[src/rtl/ysyx_22040127_mem_stage_pkg.sv]
`default_nettype none
// ============================================================================
// Module  : ysyx_22040127_mem_stage_pkg
// Brief   : Shared bus layouts, memop encodings and FSM codes for the MEM stage
// Revision: 1.0
// ============================================================================
package ysyx_22040127_mem_stage_pkg;

    localparam int c_EX_TO_MEM_WIDTH = 172;
    localparam int c_MEM_TO_WB_WIDTH = 102;

    // Field order matches the EX->MEM bus from MSB to LSB.
    typedef struct packed {
        logic        jalr;
        logic [31:0] pc;
        logic [2:0]  memop;
        logic        reg_wen;
        logic        memwrite;
        logic        memread;
        logic [4:0]  rd;
        logic [63:0] alu_res;
        logic [63:0] st_data;
    } ex_to_mem_t;

    typedef struct packed {
        logic [31:0] pc;
        logic        reg_wen;
        logic [4:0]  rd;
        logic [63:0] result;
    } mem_to_wb_t;

    localparam logic [2:0] c_MEMOP_B  = 3'b000;
    localparam logic [2:0] c_MEMOP_H  = 3'b001;
    localparam logic [2:0] c_MEMOP_W  = 3'b010;
    localparam logic [2:0] c_MEMOP_D  = 3'b011;
    localparam logic [2:0] c_MEMOP_BU = 3'b100;
    localparam logic [2:0] c_MEMOP_HU = 3'b101;
    localparam logic [2:0] c_MEMOP_WU = 3'b110;

    localparam logic [1:0] c_ST_IDLE = 2'd0;
    localparam logic [1:0] c_ST_REQ  = 2'd1;
    localparam logic [1:0] c_ST_WAIT = 2'd2;
    localparam logic [1:0] c_ST_DONE = 2'd3;

    // memop[1:0] encodes the access size; 111 falls into the doubleword case.
    function automatic logic [7:0] size_mask(input logic [2:0] memop);
        case (memop[1:0])
            2'b00:   return 8'h01;
            2'b01:   return 8'h03;
            2'b10:   return 8'h0F;
            default: return 8'hFF;
        endcase
    endfunction

    function automatic logic misaligned(input logic [2:0] memop, input logic [2:0] off);
        case (memop[1:0])
            2'b00:   return 1'b0;
            2'b01:   return off[0];
            2'b10:   return |off[1:0];
            default: return |off;
        endcase
    endfunction

endpackage
`default_nettype wire

[src/rtl/ysyx_22040127_mem_stage_if.sv]
`default_nettype none
// ============================================================================
// Module  : ysyx_22040127_mem_stage_if
// Brief   : Data-memory request/response port (req/ready, rvalid/rdata)
// Revision: 1.0
// ============================================================================
interface ysyx_22040127_mem_stage_if;
    logic        req;
    logic        ready;
    logic        we;
    logic [63:0] addr;
    logic [63:0] wdata;
    logic [7:0]  wmask;
    logic        rvalid;
    logic [63:0] rdata;

    modport master (output req, we, addr, wdata, wmask, input ready, rvalid, rdata);
    modport slave  (input req, we, addr, wdata, wmask, output ready, rvalid, rdata);
endinterface
`default_nettype wire

[src/rtl/ysyx_22040127_mem_stage_load_align.sv]
`default_nettype none
// ============================================================================
// Module  : ysyx_22040127_load_align
// Brief   : Selects the addressed bytes of a doubleword and sign/zero extends
// Revision: 1.0
// ============================================================================
module ysyx_22040127_load_align
    import ysyx_22040127_mem_stage_pkg::*;
(
    input  logic [63:0] rdata,
    input  logic [2:0]  off,
    input  logic [2:0]  memop,
    output logic [63:0] data
);

    logic [63:0] w_shifted;

    assign w_shifted = rdata >> {off, 3'b000};

    always_comb begin
        data = w_shifted;
        case (memop)
            c_MEMOP_B:  data = {{56{w_shifted[7]}},  w_shifted[7:0]};
            c_MEMOP_H:  data = {{48{w_shifted[15]}}, w_shifted[15:0]};
            c_MEMOP_W:  data = {{32{w_shifted[31]}}, w_shifted[31:0]};
            c_MEMOP_BU: data = {56'd0, w_shifted[7:0]};
            c_MEMOP_HU: data = {48'd0, w_shifted[15:0]};
            c_MEMOP_WU: data = {32'd0, w_shifted[31:0]};
            default:    data = w_shifted;
        endcase
    end

endmodule
`default_nettype wire

[src/rtl/ysyx_22040127_mem_stage.sv]
`default_nettype none
// ============================================================================
// Module  : ysyx_22040127_mem_stage
// Brief   : MEM pipeline stage; issues loads/stores on the data-memory port
// Revision: 1.0
// ============================================================================
module ysyx_22040127_mem_stage
    import ysyx_22040127_mem_stage_pkg::*;
#(
    parameter int EX_TO_MEM_WIDTH = c_EX_TO_MEM_WIDTH,
    parameter int MEM_TO_WB_WIDTH = c_MEM_TO_WB_WIDTH
) (
    input  logic                       clk,
    input  logic                       rst,
    input  logic                       ex_to_mem_valid,
    output logic                       mem_allowin,
    input  logic [EX_TO_MEM_WIDTH-1:0] ex_to_mem_bus,
    input  logic                       wb_allowin,
    output logic                       mem_to_wb_valid,
    output logic [MEM_TO_WB_WIDTH-1:0] mem_to_wb_bus,
    ysyx_22040127_mem_stage_if.master  dmem,
    output logic                       mem_fwd_valid,
    output logic                       mem_fwd_ready,
    output logic [4:0]                 mem_fwd_rd,
    output logic                       mem_misalign
);

    ex_to_mem_t  w_in;
    ex_to_mem_t  r_bus;
    mem_to_wb_t  w_out;
    logic        r_mem_valid;
    logic [1:0]  r_state;
    logic [1:0]  w_state_nxt;
    logic [63:0] r_rdata;
    logic        r_misalign;
    logic [2:0]  w_off;
    logic        w_is_mem;
    logic        w_misal;
    logic        w_ready_go;
    logic        w_accept;
    logic        w_in_is_mem;
    logic        w_in_misal;
    logic        w_in_go;
    logic        w_is_load;
    logic        w_reg_wen;
    logic [63:0] w_load_data;
    logic        w_unused;

    assign w_in        = ex_to_mem_bus;
    assign w_off       = r_bus.alu_res[2:0];
    assign w_is_mem    = r_bus.memread | r_bus.memwrite;
    assign w_misal     = w_is_mem & misaligned(r_bus.memop, w_off);
    // A suppressed misaligned access completes immediately like a non-memory op.
    assign w_ready_go  = ~w_is_mem | w_misal | (r_state == c_ST_DONE);

    assign mem_allowin     = ~r_mem_valid | (w_ready_go & wb_allowin);
    assign mem_to_wb_valid = r_mem_valid & w_ready_go;

    assign w_accept    = ex_to_mem_valid & mem_allowin;
    assign w_in_is_mem = w_in.memread | w_in.memwrite;
    assign w_in_misal  = w_accept & w_in_is_mem & misaligned(w_in.memop, w_in.alu_res[2:0]);
    assign w_in_go     = w_accept & w_in_is_mem & ~misaligned(w_in.memop, w_in.alu_res[2:0]);

    always_comb begin
        w_state_nxt = r_state;
        case (r_state)
            c_ST_IDLE: if (w_in_go)      w_state_nxt = c_ST_REQ;
            c_ST_REQ:  if (dmem.ready)   w_state_nxt = c_ST_WAIT;
            c_ST_WAIT: if (dmem.rvalid)  w_state_nxt = c_ST_DONE;
            c_ST_DONE: if (wb_allowin)   w_state_nxt = w_in_go ? c_ST_REQ : c_ST_IDLE;
            default:                     w_state_nxt = c_ST_IDLE;
        endcase
    end

    always_ff @(posedge clk) begin
        if (rst) begin
            r_mem_valid <= 1'b0;
            r_state     <= c_ST_IDLE;
            r_misalign  <= 1'b0;
            r_bus       <= '0;
            r_rdata     <= '0;
        end else begin
            r_state    <= w_state_nxt;
            r_misalign <= w_in_misal;
            if (mem_allowin) begin
                r_mem_valid <= ex_to_mem_valid;
            end
            if (w_accept) begin
                r_bus <= w_in;
            end
            if ((r_state == c_ST_WAIT) && dmem.rvalid) begin
                r_rdata <= dmem.rdata;
            end
        end
    end

    assign dmem.req   = (r_state == c_ST_REQ);
    assign dmem.we    = r_bus.memwrite;
    assign dmem.addr  = {r_bus.alu_res[63:3], 3'b000};
    assign dmem.wmask = size_mask(r_bus.memop) << w_off;
    assign dmem.wdata = r_bus.st_data << {w_off, 3'b000};

    ysyx_22040127_load_align u_load_align (
        .rdata (r_rdata),
        .off   (w_off),
        .memop (r_bus.memop),
        .data  (w_load_data)
    );

    assign w_is_load = r_bus.memread & ~w_misal;
    assign w_reg_wen = r_bus.reg_wen & ~w_misal;

    assign w_out.pc      = r_bus.pc;
    assign w_out.reg_wen = w_reg_wen;
    assign w_out.rd      = r_bus.rd;
    assign w_out.result  = w_is_load ? w_load_data : r_bus.alu_res;
    assign mem_to_wb_bus = w_out;

    assign mem_fwd_valid = r_mem_valid & w_reg_wen & (|r_bus.rd);
    assign mem_fwd_ready = ~w_is_load | (r_state == c_ST_DONE);
    assign mem_fwd_rd    = r_bus.rd;
    assign mem_misalign  = r_misalign;

    assign w_unused = r_bus.jalr;

endmodule
`default_nettype wire

[src/flat_wrapper.sv]
// flat-port wrapper written by rule: the top's interface ports become plain ports
module ysyx_22040127_mem_stage_flat import ysyx_22040127_mem_stage_pkg::*;
#(
    parameter int EX_TO_MEM_WIDTH = c_EX_TO_MEM_WIDTH,
    parameter int MEM_TO_WB_WIDTH = c_MEM_TO_WB_WIDTH
)
  (clk, rst, ex_to_mem_valid, mem_allowin, ex_to_mem_bus, wb_allowin, mem_to_wb_valid, mem_to_wb_bus, mem_fwd_valid, mem_fwd_ready, mem_fwd_rd, mem_misalign, dmem_req, dmem_we, dmem_addr, dmem_wdata, dmem_wmask, dmem_ready, dmem_rvalid, dmem_rdata);
  ysyx_22040127_mem_stage_if dmem_i ();
  input  logic clk;
  input  logic rst;
  input  logic ex_to_mem_valid;
  output logic mem_allowin;
  input  logic [EX_TO_MEM_WIDTH-1:0] ex_to_mem_bus;
  input  logic wb_allowin;
  output logic mem_to_wb_valid;
  output logic [MEM_TO_WB_WIDTH-1:0] mem_to_wb_bus;
  output logic mem_fwd_valid;
  output logic mem_fwd_ready;
  output logic [4:0] mem_fwd_rd;
  output logic mem_misalign;
  output wire logic [$bits(dmem_i.req)-1:0] dmem_req;
  output wire logic [$bits(dmem_i.we)-1:0] dmem_we;
  output wire logic [$bits(dmem_i.addr)-1:0] dmem_addr;
  output wire logic [$bits(dmem_i.wdata)-1:0] dmem_wdata;
  output wire logic [$bits(dmem_i.wmask)-1:0] dmem_wmask;
  input wire logic [$bits(dmem_i.ready)-1:0] dmem_ready;
  input wire logic [$bits(dmem_i.rvalid)-1:0] dmem_rvalid;
  input wire logic [$bits(dmem_i.rdata)-1:0] dmem_rdata;
  assign dmem_req = dmem_i.req;
  assign dmem_we = dmem_i.we;
  assign dmem_addr = dmem_i.addr;
  assign dmem_wdata = dmem_i.wdata;
  assign dmem_wmask = dmem_i.wmask;
  assign dmem_i.ready = dmem_ready;
  assign dmem_i.rvalid = dmem_rvalid;
  assign dmem_i.rdata = dmem_rdata;
  ysyx_22040127_mem_stage #(.EX_TO_MEM_WIDTH(EX_TO_MEM_WIDTH), .MEM_TO_WB_WIDTH(MEM_TO_WB_WIDTH)) u_core (.clk(clk), .rst(rst), .ex_to_mem_valid(ex_to_mem_valid), .mem_allowin(mem_allowin), .ex_to_mem_bus(ex_to_mem_bus), .wb_allowin(wb_allowin), .mem_to_wb_valid(mem_to_wb_valid), .mem_to_wb_bus(mem_to_wb_bus), .dmem(dmem_i), .mem_fwd_valid(mem_fwd_valid), .mem_fwd_ready(mem_fwd_ready), .mem_fwd_rd(mem_fwd_rd), .mem_misalign(mem_misalign));
endmodule
[config.mk]
export PLATFORM = sky130hd
export DESIGN_NAME = ysyx_22040127_mem_stage_flat
export DESIGN_NICKNAME = d
export VERILOG_FILES = /design/src/rtl/ysyx_22040127_mem_stage_pkg.sv /design/src/rtl/ysyx_22040127_mem_stage_if.sv /design/src/rtl/ysyx_22040127_mem_stage_load_align.sv /design/src/rtl/ysyx_22040127_mem_stage.sv /design/src/flat_wrapper.sv
export SDC_FILE = /design/constraint.sdc
export NUM_CORES = 1
export LEC_CHECK = 0
export CAP_MARGIN = 10
export CORE_AREA = 2 2 190 192
export DETAILED_ROUTE_END_ITERATION = 12
export DIE_AREA = 0 0 192 194
export DONT_BUFFER_PORTS = 1
export GPL_ROUTABILITY_DRIVEN = 0
export MAX_ROUTING_LAYER = met4
export SYNTH_ARGS = -nofsm -noshare
export SYNTH_HDL_FRONTEND = slang
export SYNTH_SLANG_ARGS = --single-unit
[constraint.sdc]
create_clock -name clk -period 6.7 [get_ports clk]
set_clock_uncertainty 0.15 [all_clocks]
set_input_delay 1.34 -clock clk [delete_from_list [all_inputs] [get_ports clk]]
set_output_delay 1.34 -clock clk [all_outputs]
set_load 0.01 [all_outputs]
# Word-level counts from Yosys, hierarchy flattened
# Index checks and enable logic that the tools add are counted.
dict set report classes {
  shift 3
  n_reduce_logical 11
  n_mux 11
  n_eq_ne 16
  bitwise 22
}
# op count
set op_table {}
lappend op_table {{64-bit case mux with 6 select lines} 1}
lappend op_table {{64-bit 2-to-1 mux} 1}
lappend op_table {{64-bit by 6-bit left shift with 64-bit output} 1}
lappend op_table {{64-bit by 6-bit >> shifter with 64-bit output} 1}
lappend op_table {{8-bit case mux with 3 select lines} 1}
lappend op_table {{1-bit bitwise AND} 11}
lappend op_table {{3-bit == test, second input constant} 3}
lappend op_table {{2-bit == test, second input constant} 4}
lappend op_table {{2-bit 2-to-1 mux} 4}
lappend op_table {{2-bit case mux with 4 select lines} 1}
lappend op_table {{8-bit by 3-bit left shift with 8-bit output} 1}
lappend op_table {{2-bit by 1-bit == test with 1-bit output, second input constant} 3}
lappend op_table {{2-bit logical NOT} 3}
lappend op_table {{1-bit OR} 6}
lappend op_table {{1-bit case mux with 3 select lines} 2}
lappend op_table {{3-bit OR reduction} 2}
lappend op_table {{1-bit NOT} 5}
lappend op_table {{5-bit OR reduction} 1}
lappend op_table {{2-bit by 1-bit inequality test with 1-bit output, second input constant} 2}
lappend op_table {{2-bit inequality test, second input constant} 2}
lappend op_table {{4-bit AND reduction} 1}
lappend op_table {{2-bit OR reduction} 2}
lappend op_table {{3-bit by 1-bit == test with 1-bit output, second input constant} 1}
lappend op_table {{3-bit by 2-bit == test with 1-bit output, second input constant} 1}
lappend op_table {{3 further kinds} 3}
dict set report word_totals {
  in_bits 242
  out_inout_bits 250
  regBits 239
  elab_cells 75
}

# Longest topological paths before layout
# Gate-level depths: netlist of run 1.
dict set report logic_depth {
  depth_word 13
  ltp_mapped 9
  mapped_depth_nobuf 6
}

# Hierarchy
# A second synthesis of run 1 with hierarchy kept.
dict set report hier_totals {
  hier_cells 1854
  area_unflattened_um2 14312.5
}
# module seq_area_each_um2 area_each_um2 n_inst cells_each
set modules_own_cells {}
lappend modules_own_cells {ysyx_22040127_mem_stage 4784.6 11974.0 1 1561}
lappend modules_own_cells {ysyx_22040127_load_align 0.0 2338.5 1 293}

# Least setup slack after synthesis of run 1
# Ideal clock, no wire load.
dict set report synth_path {
  kind {register -> output}
  from {register u_core.r_bus[64] in the netlist's numbering}
  to {output mem_to_wb_bus[48]}
  path_buffers 2
  stages_incl_launch_ff 8
  required_time_ps 5210
  arrival_time_ps 1931
  slack_ps 3279
  cell_sequence {dfxtp_1 buf_2 mux4_2 a32oi_1 o32ai_1 or2_1 buf_2 o22a_1}
}
dict set report synth_between {
  elab_chain_len 6
  word_cells_on_any_way 9
  classes_between {1 x shift; 3 x mux; 3 x bitwise; 2 x reduce/logical}
}
# item line_no
set synth_lines {}
lappend synth_lines {{start: declaration} ysyx_22040127_mem_stage.sv:29} ;# ex_to_mem_t r_bus;
lappend synth_lines {{start signal: assignment} ysyx_22040127_mem_stage.sv:89} ;# r_bus <= w_in;
lappend synth_lines {{parallel branches: the longest is 5 deep, another holds 64-bit by 6-bit >> shifter with 64-bit output} -}
lappend synth_lines {{64-bit 2-to-1 mux (*)} ysyx_22040127_mem_stage.sv:116} ;# assign w_out.result = w_is_load ? w_load_data : r_bus.alu_res;
lappend synth_lines {{end: declaration} flat_wrapper.sv:16} ;# output logic [MEM_TO_WB_WIDTH-1:0] mem_to_wb_bus;
# Every way passes the cells marked *.

# Final worst setup path of run 1
dict set report layout_path {
  from {register u_core.r_bus[64] in the netlist's numbering}
  to {output mem_to_wb_bus[36]}
}
# Same word-level chain as after synthesis.

==> results of run 1 <==
stage by stage:
step,hold WS (ns),cell area (µm²),setup slack [ns],total power [W],cells
2_1_floorplan,0.282,13800,3.28,0.00225,1854
3_3_place_gp,0.285,13000,2.16,0.00234,2074
3_5_place_dp,0.291,13000,2.10,0.00236,2074
4_1_cts,0.300,13800,1.49,0.00376,2122
5_1_grt,0.321,13900,1.24,0.00391,2130
6_report,0.304,13900,1.49,0.00375,2131
worst max-delay path by stage:
stage	startpoint	endpoint	depth (start not counted)
after global placement	u_core.r_bus[64]	mem_to_wb_bus[36]	5
after CTS	u_core.r_bus[64]	mem_to_wb_bus[36]	5
after detailed placement	u_core.r_bus[64]	mem_to_wb_bus[36]	5
after floorplan	u_core.r_bus[64]	mem_to_wb_bus[48]	7
final	u_core.r_bus[64]	mem_to_wb_bus[36]	5
after global routing	u_core.r_bus[64]	mem_to_wb_bus[36]	5
critical path, cell delays in order (launching register included):
cell,delay [ns]
dfxtp_4,0.82
mux4_2,0.60
a32oi_1,0.28
o32ai_1,0.15
nor2_2,0.91
a21oi_1,0.37
power by group:
group	total [W]	internal [W]	switching, W
logic	0.000663	0.000227	0.000437
clock network	0.00141	0.000778	0.000629
registers	0.00168	0.00152	0.000157
total	0.00375	0.00252	0.00122
metal layers:
layer | global-route usage [%] | share of wire [%] | up-vias
li1 | - | - | 5738
met2 | 37.8 | 42 | 574
met1 | 36.7 | 44 | 5759
met4 | 10.6 | 4.3 | 0
met3 | 7.26 | 9.7 | 112
met5 | - | 0 | -
cells by family after synthesis:
logic type / count (synthesis) / share of synthesized area [%]
muxes: 163 / 13.9
and+or+nand+nor: 717 / 20.7
other: 1 / 0.0273
adders and majority gates: 5 / 0.455
buffers and inverters: 273 / 11.2
AOI/OAI and AO/OA: 454 / 18.9
DFF: 239 / 34.8
final cells by class:
class | count | area, µm²
clock inverters | 11 | 77.6
fillers | 3696 | 21300
well taps | 461 | 577
diodes | 8 | 20.0
multi-input cells | 1342 | 7460
repair buffers | 18 | 148
inverters | 15 | 56.3
flip-flops and latches | 239 | 4800
clock buffers | 37 | 743
flip-flops by register name, summed over array words and instances (netlist names):
register,cells
u_core.r_state,2
u_core.r_bus,72
u_core.dmem.we,1
u_core.r_rdata,64
u_core.mem_misalign,1
u_core.mem_fwd_rd,5
u_core.mem_to_wb_bus,32
u_core.r_mem_valid,1
u_core.dmem.addr,61
layout by cell type, fill, tap and decap left out, types with 5 or more instances in the layout:
cell type and count:
ha_1 5, o21ai_0 35, a22oi_1 5, o22a_1 16, nor2_1 118, nor2b_1 19
buf_4 17, a21oi_1 311, mux2_2 25, clkbuf_16 27, and2_1 9, dfxtp_1 236
o2bb2ai_1 6, nand3b_1 7, clkinv_2 7, a211oi_1 19, mux2i_1 118, diode_2 8
a21oi_2 10, inv_1 15, nand2b_1 7, mux4_2 20, clkbuf_1 7, o22ai_1 29
nand2_1 539
==> results.md, run 1 <==
* Ys flop type: dfxtp_1
* Worst hold path type: reg2reg
* Peak VDD IR at 0.000182 V
* Critical path class: reg2out
* Site Rows at 69
* EDFF count, synth at 0
* CP Launch Type: flop
* Antenna viol nets, final at 0
* Minimum clock period after layout at 5.21 ns
* CTS clk-pin slew, worst paths at 0.06 ns
* Yosys top cell area share at 34.8%
* Slew @ Worst Pin at 1.14 ns
* Core Util, Final at 39.4%
* Share of cells above drive strength 1 at 7.70%
* Leakage power at 4.62 nW
* Top cells by area, synth: dfxtp_1 35%, nand2_1 15%, a21oi_1 11%
* Synth cell types at 51
* CTS tree: built
* Global-route wire length before repair at 74100 µm
* Area Growth Syn to Fin at 0.928%
* DRC viols at 0
* Die area at 37200 µm²
* Clock Latency Late Sink at 0.56 ns
* Post-synth ARST share at 0%
* TritonRoute pass-1 iters at 6
* Final Hold Viols at 0
* Worst Path Max Fanout at 53
* Mean post-synth cell area at 7.42 µm²
* Final setup vio count at 0
* Rel. slew slack at 23.6%
* Remaining global-route overflow at 0
* Mapped cell area at 13700 µm²
* Worst r2r path cells at 6
* GRT Total Usage at 27.0%
* Max-Cap Viols at 0
* Top cells by instance count after synthesis: 540 x nand2_1, 311 x a21oi_1, 239 x dfxtp_1
* Power per Cell Area at 270 nW/µm²
* Pin count of the biggest net entering global routing at 240
* Mapped Cells at 1852
* Per-cell routed wire length at 24.1 µm
* Post-Route WL at 51400 µm
* CTS resizes at 0
* Hold path depth at 2
* Post-CTS Hold Buffers at 0
* I/O pin count at 492
* R2r setup slk at 3.16 ns
* Detailed router's first-iteration violation count at 1217
* Setup bufs post-CTS at 0
* Die width at 192 µm
* Clock Tree Buf Depth at 3
* Critical Path End Type: output port
* Post-synthesis sequential area ratio at 34.8%
* Max Slew Vio Count at 0
* Req. time, crit path at 5.21 ns
* Maximum clock frequency at 192 MHz
* Die height at 194 µm
* Status: completed
* CTS root buffer: clkbuf_16
* Tcrit/Tclk final at 77.7%
* Worst reg2reg endpoint: u_core.dmem.addr[34]
* Post-DR vias/cell at 5.72
* Vias post-DR at 12.2k
* Cell taking the most area after synthesis: dfxtp_1
* WP data arrival at 3.72 ns
* Initial Util at 39.0%
* Hold Path Sink: u_core.r_bus[49]
* H-tree Lvls at 1
* Core Footprint at 35200 µm²
* Number of global-route vias before repair at 11.2k
* Input/output buffers at 0
* RSZ-0062 raised after global routing: false
* R2r startpoint: u_core.r_bus[64]
* Yosys Warn Count at 0
* Synthesized flop and latch total at 239
* Most frequent cell after synthesis: nand2_1
* CTS Buf Count at 27
* Final Net Count at 1890
* Initial antenna violation count at 7
* CTS Sinks at 239
* Worst hold path startpoint: u_core.r_bus[49]
* Setup TNS at 0 ns
* Detail Placement HPWL at 38000 µm
Note: power is estimated with default switching activity, not from simulation.
==> run 2: changes to the inputs <==
==> constraint.sdc (replaced) <==
create_clock -name clk -period 4.73 [get_ports clk]
set_clock_uncertainty 0.15 [all_clocks]
set_input_delay 0.946 -clock clk [delete_from_list [all_inputs] [get_ports clk]]
set_output_delay 0.946 -clock clk [all_outputs]
set_load 0.01 [all_outputs]
==> run 2 against run 1 <==
Net effect: non-clock buffer count increased by 36; sequential power increased by 41%; combinational power increased by 51%; sequential share of layout area decreased by 1.2 points; power increased by 54%; worst hold slack got worse by 0.025 ns; final cell count increased by 1.8%; global-route usage increased by 0.15 points; via count increased by 1.9%; clock-buffer cell count unchanged; largest power group is now clock.
==> results.md, run 2 (synthesis gave the netlist of run 1 again) <==
* I/O pin count at 492 (unchanged)
* Post-Route WL at 51900 µm (+1.0%)
* Area Growth Syn to Fin at 4.46%
* Core Footprint at 35200 µm² (unchanged)
* Final instance count without filler cells at 2169 (+1.8%)
* Minimum clock period after layout at 4.51 ns
* Initial Util at 39.0% (unchanged)
* CP most frequent cell: buf_4
* Core Util, Final at 40.8% (+1.4 points)
* CTS Buf Count at 28 (+3.7%)
* Crit-path cells: mux2i_1 > mux4_2 > o41ai_2 > buf_4 > nor2_2 > buf_4 > a21oi_1 > buf_4
* Antenna viol nets, final at 0 (unchanged)
* R2r setup slk at 1.41 ns (-1.75 ns)
* Slew @ Worst Pin at 0.969 ns (-0.175 ns)
* Post-DR vias/cell at 5.73 (+0.15%)
* Worst Path Max Fanout at 44 (-17%)
* Vias post-DR at 12.4k (+1.9%)
* Input/output buffers at 0 (unchanged)
* Largest register FFs at 72 (unchanged)
* Rel. slew slack at 35.4% (+12 points)
* Final setup vio count at 0 (unchanged)
* CTS Sinks at 239 (unchanged)
* CTS clk-pin slew, worst paths at 0.06 ns (about the same)
* Number of global-route vias before repair at 11.5k (+2.7%)
* WP data arrival at 3.41 ns (-0.31 ns)
* Setup WS post-layout at 0.223 ns (-1.27 ns)
* Peak VDD IR at 0.000316 V (+74%)
* DRC viols at 0 (unchanged)
* Initial antenna violation count at 6 (-1)
* Filler instances at 3667 (-0.78%)
* Max-Cap Viols at 0 (unchanged)
* Remaining global-route overflow at 0 (unchanged)
* RSZ-0062 raised after global routing: false
* Maximum clock frequency at 222 MHz
* Clock Latency Late Sink at 0.58 ns (+0.02 ns)
* Critical Path End Type: output port
* TritonRoute pass-1 iters at 6 (unchanged)
* Tcrit/Tclk final at 95.3%
* Slowest CP cell: dfxtp_4
* Detailed router's first-iteration violation count at 1027 (-16%)
* Status: completed
* Die width at 192 µm (unchanged)
* CTS tree: built
* Place WS at 0.856 ns (-1.24 ns)
* Site Rows at 69 (unchanged)
* Worst hold path type: in2reg
* Global-route wire length before repair at 74400 µm (+0.45%)
* Final Hold Viols at 0 (unchanged)
* Most common cell after layout, fill and taps aside: nand2_1
* Share of cells above drive strength 1 at 9.93% (+2.2 points)
* Setup TNS at 0 ns (unchanged)
* Critical path class: reg2out
* Leakage power at 4.90 nW (+6.2%)
* Final Net Count at 1927 (+2.0%)
* Max Slew Vio Count at 0 (unchanged)
* Req. time, crit path at 3.63 ns (-1.58 ns)
* H-tree Lvls at 1 (unchanged)
* GRT Total Usage at 27.1% (+0.15 points)
* Hold Slack at 0.279 ns (-0.0255 ns)
* Cells after DPL at 2111 (+1.8%)
* Power per Cell Area at 401 nW/µm² (+49%)
* CP Launch Type: flop
* Detail Placement HPWL at 38100 µm (+0.24%)
* CTS root buffer: clkbuf_16
* Die height at 194 µm (unchanged)
* Clock Tree Buf Depth at 3 (unchanged)
* Per-cell routed wire length at 23.9 µm (-0.73%)
* Top reg by flops: u_core.r_bus
* Largest stage delay on the critical path at 0.70 ns (-0.21 ns)
* Setup bufs post-CTS at 0 (unchanged)
* Pin count of the biggest net entering global routing at 240 (unchanged)
* Die area at 37200 µm² (unchanged)
* Most frequent cells in the layout: 539 x nand2_1, 311 x a21oi_1, 236 x dfxtp_1
-- run 2: cell count changes in the layout (fill, tap and decap cells not counted), moves of 2 or more --
cell        change
buf_4          +34
bufinv_16       +6
clkinv_2        -2
clkinvlp_4      -2
diode_2         -2
inv_6           +2
-- run 2: worst paths after layout --
path | startpoint | cells after the start | end
worst max-delay path | u_core.r_bus[65] | 8 | mem_to_wb_bus[36]
worst min-delay path | rst | 1 | u_core.r_rdata[16]
worst max register to register | u_core.r_bus[66] | 6 | u_core.dmem.addr[58]
worst min register to register | u_core.r_bus[60] | 2 | u_core.r_bus[60]
-- run 2: what timing repair did --
item                                    CTS  global route
resized for setup                         0             1
hold buffers                              0             0
endpoints found under the setup margin    0             1
-- run 2: per-stage QoR --
step                      power, W  instance area, µm²
after floorplan            0.00318               13800
after global placement     0.00337               13300
after detailed placement   0.00340               13300
after CTS                  0.00579               14300
after global routing       0.00600               14400
final                      0.00576               14400
-- run 2: metal layers --
| layer | share of wire, % | global-route usage (%) |
|---|---|---|
| met5 | 0 | - |
| met4 | 4.0 | 10.3 |
| met3 | 10 | 7.40 |
| met2 | 42 | 38.3 |
| met1 | 44 | 36.8 |
-- run 2: cell type report --
type	instances	area, µm²	share of cell area (%)
Inverter	15	56.3	0.392
Sequential cell	239	4800	33.4
Multi-Input combinational cell	1342	7460	51.9
Clock inverter	15	260	1.81
Antenna cell	6	15.0	0.105
Tap cell	461	577	4.02
Clock buffer	37	764	5.32
Timing Repair Buffer	54	434	3.02
-- run 2: report_power, final --
group	switching (W)	internal (W)	leakage [nW]
registers	0.000218	0.00215	1.96
clock network	0.000920	0.00147	0.499
logic	0.000639	0.000358	2.45
total	0.00178	0.00398	4.90
-- run 2: critical path, delay by kind of cell (launching register included) --
kind / cells / cell delay [ns]
buf+inv: 3 / 0.69
mux: 2 / 0.78
compound gates: 2 / 0.56
flops: 1 / 0.70
simple gates: 1 / 0.09
==> patch (flow settings as in run 1) <==
Make the reset (`rst`) asynchronous in one clocked block.
--- a/src/rtl/ysyx_22040127_mem_stage.sv
+++ b/src/rtl/ysyx_22040127_mem_stage.sv
@@ -72,7 +72,7 @@
         endcase
     end
 
-    always_ff @(posedge clk) begin
+    always_ff @(posedge clk or posedge rst) begin
         if (rst) begin
             r_mem_valid <= 1'b0;
             r_state     <= c_ST_IDLE;
Check against the original RTL: differs if rst is asserted again (counterexample within 4 cycles, from zero or initial values and one cycle with rst high); with rst held inactive, the same outputs for 4 cycles.
==> patch against run 1 <==
Synthesized cell count fell by 29%. Synthesized area rose by 4.0%. Critical endpoint is now mem_to_wb_bus[29]. Critical path depth did not move. Worst setup slack got worse by 0.25 ns. Wire length fell by 9.5%. Sequential cell count did not move. Final area rose by 6.2%. Hold slack improved by 0.035 ns. Critical path type unchanged.
Power is not compared: it rests on default switching activity, and its combinational part moved more than twofold at a synthesized area within 25%.
==> patch: results (changes against run 1) <==
Clocking:
- The number of buffers added by the clock tree synthesis step is 29 (was 27).
- The insertion delay of the later-clocked pin in the worst-skew pair is 0.56 ns (about the same).
- The number of buffers on the longest clock path is 3 (unchanged).
- The clock-pin slew on the worst setup and hold paths is 0.06 ns (about the same).
- The number of gates resized after cts is 0 (unchanged).
- The CTS H-tree depth is 1 (unchanged).
- The number of clock sinks was 239 (unchanged).

Final layout:
- The number of non-clock buffers in the layout is 18 (unchanged).
- The flip-flop count of the largest register after layout is 72 (unchanged).
- The clock tree cell share of total cell area was 6.32% (was 5.91%).
- The final-layout non-clock buffer area share was 1.09% (was 1.06%).
- The fraction of layout cells with a size suffix above 1 came to 28.5% (was 7.70%).
- The total number of multi-input combinational cells came to 864 (was 1342).
- The final-stage net count was 1407 (was 1890).
- The number of clock buffers in the layout is 40 (was 37).
- The fraction of standard cell area in multi-input logic is 47.7% (was 53.8%).
- The non-clock inverter total of the final layout was 8 (was 15).
- The number of fill cells in the layout is 3390 (was 3696).
- The number of diodes is 6 (was 8).
- The sequential share of cell area was 40.6% (was 34.6%).

Yosys:
- The count of different cell masters after synthesis is 54 (was 51).
- The share of flip-flops with an asynchronous set or reset is 100% (was 0%).
- Top cells by count, synth: 239 x dfrtp_1, 225 x mux2_2, 113 x buf_4 (was 540 x nand2_1, 311 x a21oi_1, 239 x dfxtp_1).
- The share of synthesized area occupied by flip-flops and latches is 41.8% (was 34.8%).
- Top cells by area, synth: dfrtp_1 42%, mux2_2 18%, mux2i_1 7.4% (was dfxtp_1 35%, nand2_1 15%, a21oi_1 11%).

Placement:
- The detailed-placement wirelength estimate was 34800 um (was 38000 um).
- The count of buffers inserted at the top-level ports is 0 (unchanged).
- The area after detailed placement is 13800 sq um (was 13000 sq um).

Detailed routing:
- The detailed-routing iteration count for the pre-antenna-repair pass is 5 (was 6).
- The number of design-rule violations left by the first detailed-router iteration was 450 (was 1217).
- The detailed-route via count is 9625 (was 12200).
- The routed wire length is 46500 um (was 51400 um).

STA:
- The actual transition at the worst max-transition pin was 1.03 ns (was 1.14 ns).

Pwr:
- Summed over all cells, the static leakage comes to 6.02 nW.
- The worst IR drop on VDD is 0.329 mV.
- The internal power of the cells totals 5.12 mW.

Global route:
- The global-route usage over all layers is 24.9% (was 27.0%).
- The via count of the first global-routing pass is 9951 (was 11200).
- The largest net degree at the start of global routing came to 146 (was 240).
- The wire length of the first global-routing pass is 66800 um (was 74100 um).

Critical path:
- The longest individual stage delay on the worst path is 0.80 ns (was 0.91 ns).
- The worst-path cell with the longest stage delay is dfrtp_4 (was nor2_2).
- The data arrival time of the critical path is 3.97 ns (was 3.72 ns).
- The cell family with the largest share of critical-path delay is compound AO/OA/AOI/OAI gates (was simple AND/OR/NAND/NOR gates).
- The maximum fanout along the worst path is 71 (was 53).

Min path:
- The worst min-delay path category is reg -> reg (unchanged).

Status:
- Outcome: complete, no violations (unchanged).
patch: final timing paths:
check / startpoint / to / slack, ns / cells after the start
setup / recovery: u_core.r_bus[65] / mem_to_wb_bus[29] / 1.24 / 5
hold / removal: u_core.r_bus[51] / u_core.r_bus[51] / 0.34 / 1
setup reg to reg: u_core.r_bus[65] / u_core.r_bus[54] / 3.16 / 5
hold reg to reg: u_core.r_bus[51] / u_core.r_bus[51] / 0.34 / 1
max in group asynchronous: rst / u_core.mem_to_wb_bus[73] / 4.51 / 2
min in group asynchronous: rst / u_core.dmem.addr[39] / 0.55 / 1
patch: power by group through the flow:
stage	logic (mW)	registers, mW	clock network [mW]
2_1_floorplan	4.66	2.64	0
3_3_place_gp	4.89	3.38	0
3_5_place_dp	4.96	3.40	0
4_1_cts	4.97	3.37	1.59
5_1_grt	5.38	3.50	1.65
6_report	4.93	3.37	1.55
patch: stage by stage:
stage / setup slack, ns / utilization [%] / instances / power, mW
floorplan: 2.08 / - / 1315 / 7.30
detailed placement: 1.79 / 39.2 / 1590 / 8.36
global route: 0.965 / 41.8 / 1648 / 10.5
finish: 1.24 / 41.8 / 1648 / 9.86
CTS: 1.17 / 41.8 / 1642 / 9.93
global placement: 1.81 / 39.2 / 1590 / 8.27
patch: routing by layer:
metal,GRT usage [%],vias up,share of wire [%]
met5,-,-,0
met2,43.2,417,52
met4,8.62,0,3.0
li1,-,4285,-
met1,27.2,4859,37
met3,7.19,64,8.8
patch: cells by family (layout without fill, tap and decap cells):
logic type               Yosys count  count (layout)  share of synthesized area (%)
multiplexers                     385             385                           31.0
AND/OR/NAND/NOR                  245             245                           7.62
flip-flops                       239             239                           41.8
AO/OA/AOI/OAI                    226             226                           9.80
buffers and inverters            212              78                           9.27
adder cells (fa/ha/maj)            5               5                          0.437
other                              1               9                         0.0262
